### src/rtl/piezo_tone_gen.sv
// Note-driven square-wave generator for the board piezo: plays one 4-bit note code per handshake for NOTE_TICKS cycles.
// Optional build macro NOTE_GAP_EN inserts a GAP_TICKS silent gap after every note.
module piezo_tone_gen #(
  parameter int NOTE_TICKS = 5_000_000,
  parameter int GAP_TICKS  = 500_000
) (
  input  logic       clk,
  input  logic       reset,
  input  logic       enable,
  input  logic       note_valid,
  input  logic [3:0] note_code,
  output logic       note_ready,
  output logic       piezo,
  output logic       busy,
  output logic [3:0] cur_note,
  output logic       note_done
);

  typedef enum logic [1:0] {
    IDLE = 2'd0,
    TONE = 2'd1,
    GAP  = 2'd2
  } state_t;

  localparam logic [22:0] NOTE_LAST = 23'(NOTE_TICKS - 1);
  localparam logic [22:0] NOTE_PRE  = 23'(NOTE_TICKS - 2);
`ifdef NOTE_GAP_EN
  localparam logic [22:0] GAP_LAST  = 23'(GAP_TICKS - 1);
`endif

  state_t      state;
  logic [16:0] hp_cnt;
  logic [22:0] dur_cnt;
  logic [16:0] hp_last;

  // Half periods in clk cycles at 50 MHz; code 0 (rest) never toggles, so its entry is unused.
  function automatic logic [16:0] half_period(input logic [3:0] code);
    case (code)
      4'd1:    return 17'd95556;
      4'd2:    return 17'd90194;
      4'd3:    return 17'd85133;
      4'd4:    return 17'd80353;
      4'd5:    return 17'd75843;
      4'd6:    return 17'd71586;
      4'd7:    return 17'd67569;
      4'd8:    return 17'd63776;
      4'd9:    return 17'd60197;
      4'd10:   return 17'd56818;
      4'd11:   return 17'd53630;
      4'd12:   return 17'd50620;
      4'd13:   return 17'd47778;
      4'd14:   return 17'd42566;
      4'd15:   return 17'd37921;
      default: return 17'd0;
    endcase
  endfunction

  assign hp_last    = half_period(cur_note) - 17'd1;
  assign note_ready = (state == IDLE) && enable;
  assign busy       = (state != IDLE);

  // NOTE: every register here is small control state, so all of it takes the async reset;
  // non-blocking assignments keep the next-state reads race-free within the edge.
  always_ff @(posedge clk or posedge reset) begin
    if (reset) begin
      state     <= IDLE;
      hp_cnt    <= '0;
      dur_cnt   <= '0;
      piezo     <= 1'b0;
      cur_note  <= '0;
      note_done <= 1'b0;
    end else if (!enable) begin
      state     <= IDLE;
      hp_cnt    <= '0;
      dur_cnt   <= '0;
      piezo     <= 1'b0;
      cur_note  <= '0;
      note_done <= 1'b0;
    end else begin
      case (state)
        IDLE: begin
          note_done <= 1'b0;
          if (note_valid) begin
            cur_note <= note_code;
            hp_cnt   <= '0;
            dur_cnt  <= '0;
            piezo    <= 1'b0;
            state    <= TONE;
          end
        end

        TONE: begin
          if (dur_cnt == NOTE_LAST) begin
            note_done <= 1'b0;
            piezo     <= 1'b0;
            cur_note  <= '0;
            hp_cnt    <= '0;
            dur_cnt   <= '0;
`ifdef NOTE_GAP_EN
            state     <= GAP;
`else
            state     <= IDLE;
`endif
          end else begin
            dur_cnt   <= dur_cnt + 23'd1;
            // Registered so the pulse lines up with the final TONE cycle.
            note_done <= (dur_cnt == NOTE_PRE);
            if (cur_note != 4'd0) begin
              if (hp_cnt == hp_last) begin
                hp_cnt <= '0;
                piezo  <= ~piezo;
              end else begin
                hp_cnt <= hp_cnt + 17'd1;
              end
            end
          end
        end

`ifdef NOTE_GAP_EN
        GAP: begin
          if (dur_cnt == GAP_LAST) begin
            dur_cnt <= '0;
            state   <= IDLE;
          end else begin
            dur_cnt <= dur_cnt + 23'd1;
          end
        end
`endif

        default: begin
          state     <= IDLE;
          hp_cnt    <= '0;
          dur_cnt   <= '0;
          piezo     <= 1'b0;
          cur_note  <= '0;
          note_done <= 1'b0;
        end
      endcase
    end
  end

endmodule

### config.mk
export PLATFORM = sky130hd
export DESIGN_NAME = piezo_tone_gen
export DESIGN_NICKNAME = d
export VERILOG_FILES = /design/src/rtl/piezo_tone_gen.sv
export SDC_FILE = /design/constraint.sdc
export NUM_CORES = 1
export LEC_CHECK = 0
export BUFFER_PORTS_ARGS = -buffer_cell sky130_fd_sc_hd__clkbuf_2
export CORE_MARGIN = 2
export CORE_UTILIZATION = 55
export DETAILED_ROUTE_END_ITERATION = 7
export PLACE_DENSITY_LB_ADDON = 0.12
export SKIP_LAST_GASP = 1
export SLEW_MARGIN = 20
export SYNTH_ARGS = -nofsm -noshare
export SYNTH_HDL_FRONTEND = slang
export SYNTH_SLANG_ARGS = --single-unit
### constraint.sdc
create_clock -name clk -period 4.15 [get_ports clk]
set_input_delay 0.415 -clock clk [delete_from_list [all_inputs] [get_ports clk]]
set_output_delay 0.415 -clock clk [all_outputs]
set_load 0.1 [all_outputs]
Word-level counts from Yosys, hierarchy flattened
Memories as Yosys holds them, arrays and structs flattened.
Index checks and enable logic that the tools add are counted.
{"block": "classes", "addsub": 3, "n_eq_ne": 8, "mux": 27, "bitwise": 1, "n_reduce_logical": 7}
{"cell": "2-to-1 mux 17 bit", "n": 5}
{"cell": "2-to-1 mux 23 bit", "n": 3}
{"cell": "== test 23 bit (second input constant)", "n": 2}
{"cell": "case mux 23 bit (2 select lines)", "n": 1}
{"cell": "case mux 17 bit (2 select lines)", "n": 1}
{"cell": "adder 23 x 1 -> 23 bit (second input constant)", "n": 1}
{"cell": "adder 17 x 1 -> 17 bit (second input constant)", "n": 1}
{"cell": "== test 17 bit", "n": 1}
{"cell": "subtractor 17 x 1 -> 17 bit (second input constant)", "n": 1}
{"cell": "2-to-1 mux 4 bit", "n": 3}
{"cell": "2-to-1 mux 1 bit", "n": 8}
{"cell": "inequality test 4 bit (second input constant)", "n": 2}
{"cell": "case mux 4 bit (2 select lines)", "n": 1}
{"cell": "2-to-1 mux 2 bit", "n": 3}
{"cell": "inequality test 3 bit (second input constant)", "n": 2}
{"cell": "case mux 2 bit (2 select lines)", "n": 1}
{"cell": "AND reduction 2 bit", "n": 2}
{"cell": "nonzero test 4 bit", "n": 1}
{"cell": "AND reduction 3 bit", "n": 1}
{"cell": "== test 2 x 1 -> 1 bit (second input constant)", "n": 1}
{"cell": "zero test 2 bit", "n": 1}
{"cell": "case mux 1 bit (2 select lines)", "n": 1}
{"cell": "nonzero test 2 bit", "n": 1}
{"cell": "logical AND 1 bit", "n": 1}
{"cell": "inverter 1 bit", "n": 1}
{"block": "totals", "regBits": 48, "rom_bits": 272, "input_bits": 8, "word_cells": 53, "n_memories": 1}
{"memory": "(name not given)", "words": 16, "word_bits": 17, "read_ports": 1, "rd_ports_with_merged_regs": 0, "write_ports": 0, "line": "38", "text": "case (code)"}

Depth between registers and ports, before layout
Gate-level depths: netlist of the first run.
An unclocked memory read counts as a cell.
{"block": "depth", "ltp_word": 8, "ltp_mapped": 16, "ltp_nobuf": 13}

Least setup slack after synthesis of the first run
No wires, ideal clock.
{"block": "synth_timing", "kind": "reg2reg", "from": "register cur_note[0]", "to": "register hp_cnt[8]", "setup_ns": 0.119, "t_arrival_ns": 4.454, "required_time_ns": 4.031, "setup_slack_ns": -0.422, "stages_incl_launch_ff": 15, "n_path_buf": 3, "synth_period_minus_slack_ns": 4.572, "cell_sequence": "dfrtp_1 buf_2 inv_1 ha_1 mux4_1 a211o_1 and3b_1 clkbuf_1 nand2_1 xnor2_1 or4_1 or4_4 a21oi_4 buf_6 nor2_1"}
{"block": "synth_between", "elab_chain_cells": 8, "word_cells_on_any_way": 11, "classes_between": "1 x add/sub; 2 x eq/ne; 5 x mux; 2 x reduce/logical; 1 x memory"}
{"item": "start, declared", "line": "15", "text": "output logic [3:0] cur_note,"}
{"item": "start signal, assigned", "line": "84", "text": "cur_note <= note_code;"}
{"item": "memory read (16 x 17 bit)"}
{"item": "subtractor 17 x 1 -> 17 bit", "line": "58", "text": "assign hp_last = half_period(cur_note) - 17'd1;"}
{"item": "== test 17 bit", "line": "109", "text": "if (hp_cnt == hp_last) begin"}
{"item": "2-to-1 mux 17 bit", "line": "109"}
{"item": "2-to-1 mux 17 bit", "line": "108", "text": "if (cur_note != 4'd0) begin"}
{"item": "2-to-1 mux 17 bit", "line": "93", "text": "if (dur_cnt == NOTE_LAST) begin"}
{"item": "case mux 17 bit (2 select lines)", "line": "80", "text": "case (state)"}
{"item": "2-to-1 mux 17 bit", "line": "72", "text": "end else if (!enable) begin"}
{"item": "end signal, assigned", "line": "113", "text": "hp_cnt <= hp_cnt + 17'd1;"}
{"item": "end, declared", "line": "32", "text": "logic [16:0] hp_cnt;"}
Parallel ways exist; a longest one is shown, timed or not. The select of a mux whose other input is x is not followed.
A chain may end at the register's enable or synchronous reset.

Worst setup path in the final report of the first run
{"block": "layout_timing", "from": "register cur_note[0]", "to": "register hp_cnt[11]"}
The elaborated chain is that of the path after synthesis.

==> results of run 1 <==
==> critical path: stages (launching register included) <==
cell and delay (ns):
dfrtp_4 0.55, inv_1 0.13, ha_1 0.30, mux4_1 0.57, a211o_1 0.32, and3b_1 0.35
nand2_1 0.09, xnor2_1 0.12, or4_1 0.50, or4_4 0.54, a21oi_4 0.18, buf_4 0.18
nor2_1 0.06
==> synthesized netlist by cell type, drive strengths merged (12+ instances only) <==
cell type	n
dfrtp	47
nor2	46
nand2	36
o21ai	36
xnor2	25
nand3	23
xor2	18
and3	16
nor3	16
ha	12
inv	12
==> cell families (layout without fill, tap and decap cells) <==
| kind of cell | after synthesis | count (layout) | share of synthesized area |
|---|---|---|---|
| and+or+nand+nor | 182 | 182 | 0.259 |
| AOI/OAI and AO/OA | 88 | 88 | 0.170 |
| DFF | 47 | 47 | 0.329 |
| xor gates and xnor gates | 43 | 43 | 0.105 |
| buffers and inverters | 34 | 50 | 0.0479 |
| adders and majority gates | 12 | 12 | 0.0420 |
| muxes | 12 | 12 | 0.0465 |
==> metal layers <==
metal / global-route usage / up-vias / routed length, um
li1: - / 1540 / -
met1: 0.322 / 1498 / 3770
met2: 0.402 / 50 / 4020
met3: 0.0324 / 23 / 178
met4: 0.0967 / 0 / 272
met5: 0 / - / 0
==> sequential cells by signal, summed over array words and instances, names as in the netlist <==
signal / cells
piezo: 1
note_done: 1
hp_cnt: 17
cur_note: 4
dur_cnt: 23
state: 1
==> stage by stage <==
stage                     instances   util  power (mW)  instance area [um^2]  hold WS (ns)
after floorplan                 418      -       0.801                  3580         0.450
after global placement          498  0.587       0.868                  3700         0.480
after detailed placement        498  0.587       0.875                  3700         0.479
after CTS                       506  0.603        1.18                  3810         0.326
after global routing            511  0.613        1.26                  3870         0.300
final                           511  0.613        1.19                  3870         0.221
==> final cells by class <==
type | count | share of cell area
Multi-Input combinational cell | 337 | 0.581
Sequential cell | 47 | 0.306
Timing Repair Buffer | 30 | 0.0485
Clock buffer | 7 | 0.0249
Tap cell | 77 | 0.0249
Inverter | 12 | 0.0129
Clock inverter | 1 | 0.00194
==> path summary, 6_finish.rpt <==
kind / startpoint / end / slack [ns]
setup reg to reg: cur_note[0] / hp_cnt[11] / 0.16
max in group asynchronous: reset / cur_note[1] / 3.36
hold reg to reg: dur_cnt[22] / dur_cnt[22] / 0.51
min in group clk: note_code[0] / cur_note[0] / 0.33
hold / removal: reset / note_done / 0.22
setup / recovery: cur_note[0] / hp_cnt[11] / 0.16
==> timing repair <==
item,4_1_cts,5_1_grt
buffers inserted,0,5
hold buffers,0,0
endpoints found under the setup margin,0,17
gates resized for setup,0,4
==> power groups by stage <==
stage	registers [mW]	clock network (mW)	logic, mW
detailed placement	0.497	0	0.379
global placement	0.496	0	0.372
finish	0.486	0.309	0.394
CTS	0.487	0.315	0.380
floorplan	0.515	0	0.286
global route	0.488	0.337	0.432
==> flow_summary.ini, run 1 <==
[sta]
timing.final.ws_setup_ns = 0.161
drv_slew = 0
final-hold-violation-count = 0
max_freq_ghz = 0.251
fin_worst_skew_ns = 0.00796
tns_ns = 0
fin_crit_ns = 3.99
fin_crit_sh = 0.961
maxSlewHeadroom = 0.459
worst_pin_slew_ns = 0.811
rsz0062_at_grt = no
setup_viol = 0

[yosys]
syn_area_um2 = 3580
netlist.area_leader.share = 0.329
yosysWarnings = 0
synth_edf_count = 0
synth.area.top_cells = dfrtp_1 33%, xnor2_1 6.1%, o21ai_0 5.0%
synth_seq_cells = 47
synth_cells = 418
async_reset_ff_frac = 1.00
avgSynthCellArea_um2 = 8.55
synth_top_area_cell = dfrtp_1
synth_nets = 438
synth_flop_cell = dfrtp_1
ys_seq_area_frac = 0.329
ys_types = 65

[finish]
multi_input_area_um2 = 2250
final_common_cell = nor2_1
layout_common_cells = 46 x nor2_1, 44 x dfrtp_1, 36 x nand2_1, 36 x o21ai_0, 25 x xnor2_1
nNetsFinal = 453
fillerInstances = 570
drive_gt1_frac = 0.136
area_delta_synth_final_pct = 8.22
regArea_um2 = 1180
diodes = 0

[power_and_ir_drop]
p_sw_frac = 0.354
p_int_mw = 0.768
p_seq_frac = 0.409
switching_power_mw = 0.421
power.share.clock = 0.260
cellPowerDensity_nw_per_um2 = 307
ir_worst_vdd_uv = 173
p_leak_nw = 1.63
p_comb_frac = 0.332

[worst_hold_path]
min_path_type = input port to asynchronous set/reset pin

[drt]
wl_um = 8240
vias_per_cell = 6.09
drt_first_pass_iters = 4
drt_iter0_drc = 104
drtAntennaViolNets = 0
routedWlPerCell_um = 16.1
drc_errors = 0
vias = 3111

[clock_network]
numCtsBuffers = 5
htree_levels = 2
root_buffer = clkbuf_8
clock_sinks = 47
cts_tree = done
clkLatencyLatePin_ns = 0.30
cts.clk_slew.worst_paths_ns = 0.09
clock_path_buffers = 2

[flow_run]
drv_cap = 0

[worst_setup_path]
crit_arrival_ns = 4.19
timing_worst_setup_path_type = register to register
cp_max_fo = 15
start_kind = register
ff2ff_path_depth = 12
worstPathRequired_ns = 4.35
endpoint_kind = register

[grt]
grt_pass1_wl_um = 14100
grtUsageTotal = 0.243
antenna_found_initial = 0
grt_max_degree = 48
first_global_vias = 2917
globalRouteOverflowTotal = 0

[die]
core_um2 = 6310
die_width_um = 84.6
io_pins = 16
die-area_um2 = 7160
die_y_um = 84.6
core.rowCount = 29
start_util = 0.566

[placement]
place.gp.congestion = 0.867
io_buffer_count = 15
place_ws_ns = 0.169
hpwl_um = 5970

[outcome]
status = finished, final reports clean
Power figures use the tool's default switching activity.
==> inputs of run 2 (changes only) <==
- clock period: 4.15 -> 4.1 ns (I/O delays scaled with it)
==> run 2 against run 1 <==
  * Register-to-register slack better by 0.04 ns
  * Non-clock buffer count is 4 higher
  * Global-route usage is 0.53 points lower
  * Clock skew is 0.0027 ns higher
  * Cell count is 0.78% higher
  * Count of clock-buffer cells in the layout is 2 lower
  * Critical path depth is 1 lower
  * Clock power is 7.1% lower
  * Combinational power is 5% higher
  * Die area stayed put
  * Largest power group unchanged
==> flow_summary.ini, run 2 (synthesis results as in run 1) <==
[outcome]
status = finished, final reports clean

[worst_setup_path]
ff2ff_path_depth = 11
timing_worst_setup_path_type = register to register
crit_arrival_ns = 4.09
endpoint_kind = register
start_kind = register
worst-r2r-setup-slack_ns = 0.20
cp_max_fo = 14
timing.rr.start = cur_note[1]
r2r_end = hp_cnt[5]
cp-startpoint = cur_note[1]
worstPathRequired_ns = 4.29

[finish]
largest-register = dur_cnt
diodes = 0
stdcell_count = 515
nNetsFinal = 457
largest_register_ffs = 23
drive_gt1_frac = 0.148
reg_top3 = dur_cnt: 23 flops, hp_cnt: 17 flops, cur_note: 4 flops
utilization = 0.614
finalInstanceArea_um2 = 3870
final_common_cell = nor2_1
area_delta_synth_final_pct = 8.33
layout_common_cells = 46 x nor2_1, 44 x dfrtp_1, 36 x nand2_1, 36 x o21ai_0, 25 x xnor2_1

[sta]
drv_slew = 0
fin_worst_skew_ns = 0.0106
setup_viol = 0
timing.final.ws_setup_ns = 0.198
fin_crit_ns = 3.90
maxSlewHeadroom = 0.455
max_freq_ghz = 0.256
fin_crit_sh = 0.952
worst_pin_slew_ns = 0.817
final-hold-violation-count = 0

[clock_network]
clkLatencyLatePin_ns = 0.30
root_buffer = clkbuf_8
htree_levels = 2
cts_tree = done
numCtsBuffers = 5
clock_path_buffers = 2
cts.clk_slew.worst_paths_ns = 0.10
clock_sinks = 47
hold_buffers = 0

[power_and_ir_drop]
ir_worst_vdd_uv = 193
total_power_mw = 1.19
cellPowerDensity_nw_per_um2 = 307
p_leak_nw = 1.64

[drt]
vias_per_cell = 6.01
vias = 3093
drtAntennaViolNets = 0
drt_first_pass_iters = 4
routedWlPerCell_um = 16.1
drt_iter0_drc = 191
wl_um = 8290
drc_errors = 0

[placement]
place_area_um2 = 3740
place.gp.congestion = 0.817
dpl.cell_count = 503
place_ws_ns = 0.0414
io_buffer_count = 15
hpwl_um = 6090

[grt]
grtUsageTotal = 0.237
grt_pass1_wl_um = 13800
globalRouteOverflowTotal = 0
grt_max_degree = 48
antenna_found_initial = 0
first_global_vias = 2880

[die]
start_util = 0.566
io_pins = 16
core_um2 = 6310
die_y_um = 84.6
die-area_um2 = 7160
die_width_um = 84.6
core.rowCount = 29

[flow_run]
drv_cap = 0

[worst_hold_path]
min_path_type = input port to asynchronous set/reset pin
[run 2: routing by layer]
metal  vias to the layer above  global-route usage  part of all wire
met1                      1476               0.316              0.47
met4                         0              0.0750            0.0096
met2                        64               0.399              0.49
met3                         6              0.0354             0.031
li1                       1547                   -                 -
met5                         -                   0                 0
[run 2: timing repair]
item / 4_1_cts / 5_1_grt
setup buffers: 0 / 4
resized for setup: 0 / 5
endpoints found under the setup margin: 0 / 16
[run 2: metrics by stage]
| step | hold WS (ns) | setup TNS, ns |
|---|---|---|
| 3_5_place_dp | 0.488 | 0 |
| 3_3_place_gp | 0.486 | 0 |
| 5_1_grt | 0.276 | -0.00358 |
| 4_1_cts | 0.320 | 0 |
| 6_report | 0.209 | 0 |
| 2_1_floorplan | 0.450 | 0 |
[run 2: worst max-delay path by stage]
stage / endpoint / slack (ns) / cells past startpoint
after CTS: hp_cnt[5] / 0.02 / 12
after floorplan: hp_cnt[8] / 0.02 / 14
after global routing: hp_cnt[8] / -0.002 / 14
after detailed placement: hp_cnt[16] / 0.04 / 12
final: hp_cnt[5] / 0.20 / 11
after global placement: hp_cnt[14] / 0.11 / 12
[run 2: power breakdown]
group          internal (mW)  switching [mW]
registers              0.471          0.0172
clock network          0.120           0.167
logic                  0.161           0.252
total                  0.752           0.436
[run 2: worst max-delay path, stage by stage (launching register included)]
cell	delay (ns)
dfrtp_4	0.56
ha_1	0.29
mux4_1	0.59
a211o_1	0.32
and3b_2	0.32
nand2_1	0.09
xnor2_1	0.12
or4_1	0.49
or4_4	0.54
a21oi_4	0.25
buf_4	0.18
nor2_1	0.05
[run 2: area by class of cell]
| class | count | area, um^2 |
|---|---|---|
| repair buffers | 34 | 218 |
| multi-input cells | 337 | 2240 |
| well taps | 77 | 96.3 |
| flip-flops and latches | 47 | 1180 |
| fillers | 572 | 2440 |
| clock buffers | 5 | 68.8 |
| inverters | 12 | 46.3 |
| clock inverters | 3 | 18.8 |
==> inputs of run 3 (changes only) <==
- CELL_PAD_IN_SITES_DETAIL_PLACEMENT: not set -> 1
- CELL_PAD_IN_SITES_GLOBAL_PLACEMENT: not set -> 1
- CORE_UTILIZATION: 55 -> 48
- CTS_CLUSTER_SIZE: not set -> 20
- PLACE_DENSITY_LB_ADDON: 0.12 -> 0.05
==> run 3 against run 2 <==
  * First-iteration DRC count shrank 47%
  * Critical path type unchanged
  * Die area grew 14%
  * Non-clock buffer count shrank 1
  * Sequential power is essentially flat
  * Global-route usage grew 1.1 points
  * Critical endpoint is now hp_cnt[14]
==> flow_summary.ini, run 3 (synthesis results as in run 1) <==
[sta]
fin_crit_ns = 3.90
fin_worst_skew_ns = 0.0124
final-hold-violation-count = 0
max_freq_ghz = 0.256
setup_viol = 0
worst_pin_slew_ns = 0.862
maxSlewHeadroom = 0.423
fin_crit_sh = 0.952
tns_ns = 0
drv_slew = 0

[worst_setup_path]
timing_worst_setup_path_type = register to register
crit_path_top_delay_cell = mux4_1
timing.rr.start = cur_note[1]
ff2ff_path_depth = 12
worstPathCellList = buf_4 -> ha_1 -> mux4_1 -> a211o_4 -> and3b_1 -> nand2_1 -> xnor2_1 -> or4_1 -> or4_4 -> a21oi_4 -> buf_4 -> nor2_1
worstPathRequired_ns = 4.31
crit_arrival_ns = 4.12
r2r_end = hp_cnt[14]
endpoint_kind = register
cp_max_fo = 10
cp-startpoint = cur_note[1]
start_kind = register
slowest_delay_ns = 0.58
worst-r2r-setup-slack_ns = 0.20
cpMostUsedCell = buf_4

[finish]
reg_top3 = dur_cnt: 23 flops, hp_cnt: 17 flops, cur_note: 4 flops
fillerInstances = 887
diodes = 0
largest-register = dur_cnt
nNetsFinal = 456
area_delta_synth_final_pct = 10.4
layout_common_cells = 45 x nor2_1, 44 x dfrtp_1, 36 x nand2_1, 35 x o21ai_0, 25 x xnor2_1
largest_register_ffs = 23
finalInstanceArea_um2 = 3950
drive_gt1_frac = 0.151
final_common_cell = nor2_1

[clock_network]
clock_sinks = 47
numCtsBuffers = 5
cts.clk_slew.worst_paths_ns = 0.11
cts_tree = done
clock_path_buffers = 2
hold_buffers = 0
htree_levels = 2
clkLatencyLatePin_ns = 0.31
root_buffer = clkbuf_8

[grt]
grtUsageTotal = 0.249
globalRouteOverflowTotal = 0
grt_max_degree = 48
grt_pass1_wl_um = 16400
first_global_vias = 3233
antenna_found_initial = 0

[drt]
drt_iter0_drc = 102
vias_per_cell = 5.92
drc_errors = 0
routedWlPerCell_um = 18.1
drt_first_pass_iters = 4
wl_um = 9710
vias = 3173
drtAntennaViolNets = 0

[placement]
place_area_um2 = 3760
place.gp.congestion = 0.934
hpwl_um = 7130
io_buffer_count = 15

[die]
core.rowCount = 31
die_y_um = 90.3
start_util = 0.496
die-area_um2 = 8160
core_um2 = 7210
die_width_um = 90.3
io_pins = 16

[power_and_ir_drop]
ir_worst_vdd_uv = 162
p_leak_nw = 1.65
total_power_mw = 1.29
cellPowerDensity_nw_per_um2 = 327

[flow_run]
drv_cap = 0

[outcome]
status = finished, final reports clean

[worst_hold_path]
min_path_type = input port to asynchronous set/reset pin
-- run 3: changes by cell type in the layout (fill, tap and decap cells not counted), sizes merged --
cell / delta
clkinv: -1
bufinv: +1
buf: -1
-- run 3: power by group --
part / switching [mW] / internal, mW
Sequential: 0.0167 / 0.471
Combinational: 0.271 / 0.169
Clock: 0.180 / 0.185
-- run 3: cell type report --
| class | instances | area (um^2) | area share |
|---|---|---|---|
| inverters | 12 | 46.3 | 0.0117 |
| clock buffers | 5 | 68.8 | 0.0174 |
| multi-input cells | 337 | 2270 | 0.574 |
| flip-flops and latches | 47 | 1180 | 0.300 |
| clock inverters | 3 | 47.5 | 0.0120 |
| well taps | 99 | 124 | 0.0314 |
| repair buffers | 33 | 210 | 0.0532 |
-- run 3: how the worst max path moves through the flow --
stage                     slack (ns)         end  cells past startpoint
after global routing          -0.003   hp_cnt[9]                     12
after detailed placement      -0.006  hp_cnt[14]                     14
final                           0.20  hp_cnt[14]                     12
after CTS                       0.12  hp_cnt[14]                     12
after global placement          0.12   hp_cnt[8]                     12
after floorplan                 0.02   hp_cnt[8]                     14
-- run 3: layer usage --
| metal | global-route usage | wire length [um] | up-vias |
|---|---|---|---|
| met1 | 0.318 | 4340 | 1580 |
| li1 | - | - | 1540 |
| met2 | 0.448 | 5020 | 41 |
| met5 | 0 | 0 | - |
| met4 | 0.0615 | 124 | 0 |
| met3 | 0.0301 | 217 | 12 |
-- run 3: worst max-delay path, delay by kind of cell (launching register included) --
kind	cells	cell delay, ns
xor+xnor	1	0.14
fa+ha+maj	1	0.21
simple gates	5	1.43
buf+inv	2	0.37
mux	1	0.58
compound gates	2	0.52
flops	1	0.54
-- run 3: timing repair --
action,CTS,global route
pin swaps,0,2
cloned,0,0
buffers inserted,0,4
setup endpoints to repair,10,15
gates resized for setup,1,7
-- run 3: metrics by stage --
step / hold slack (ns) / util / std cells / worst slack, ns
2_1_floorplan: 0.450 / - / 418 / 0.0208
3_3_place_gp: 0.482 / 0.522 / 524 / 0.118
3_5_place_dp: 0.498 / 0.522 / 524 / -0.00565
4_1_cts: 0.314 / 0.539 / 532 / 0.121
5_1_grt: 0.265 / 0.547 / 536 / -0.00310
6_report: 0.208 / 0.547 / 536 / 0.196
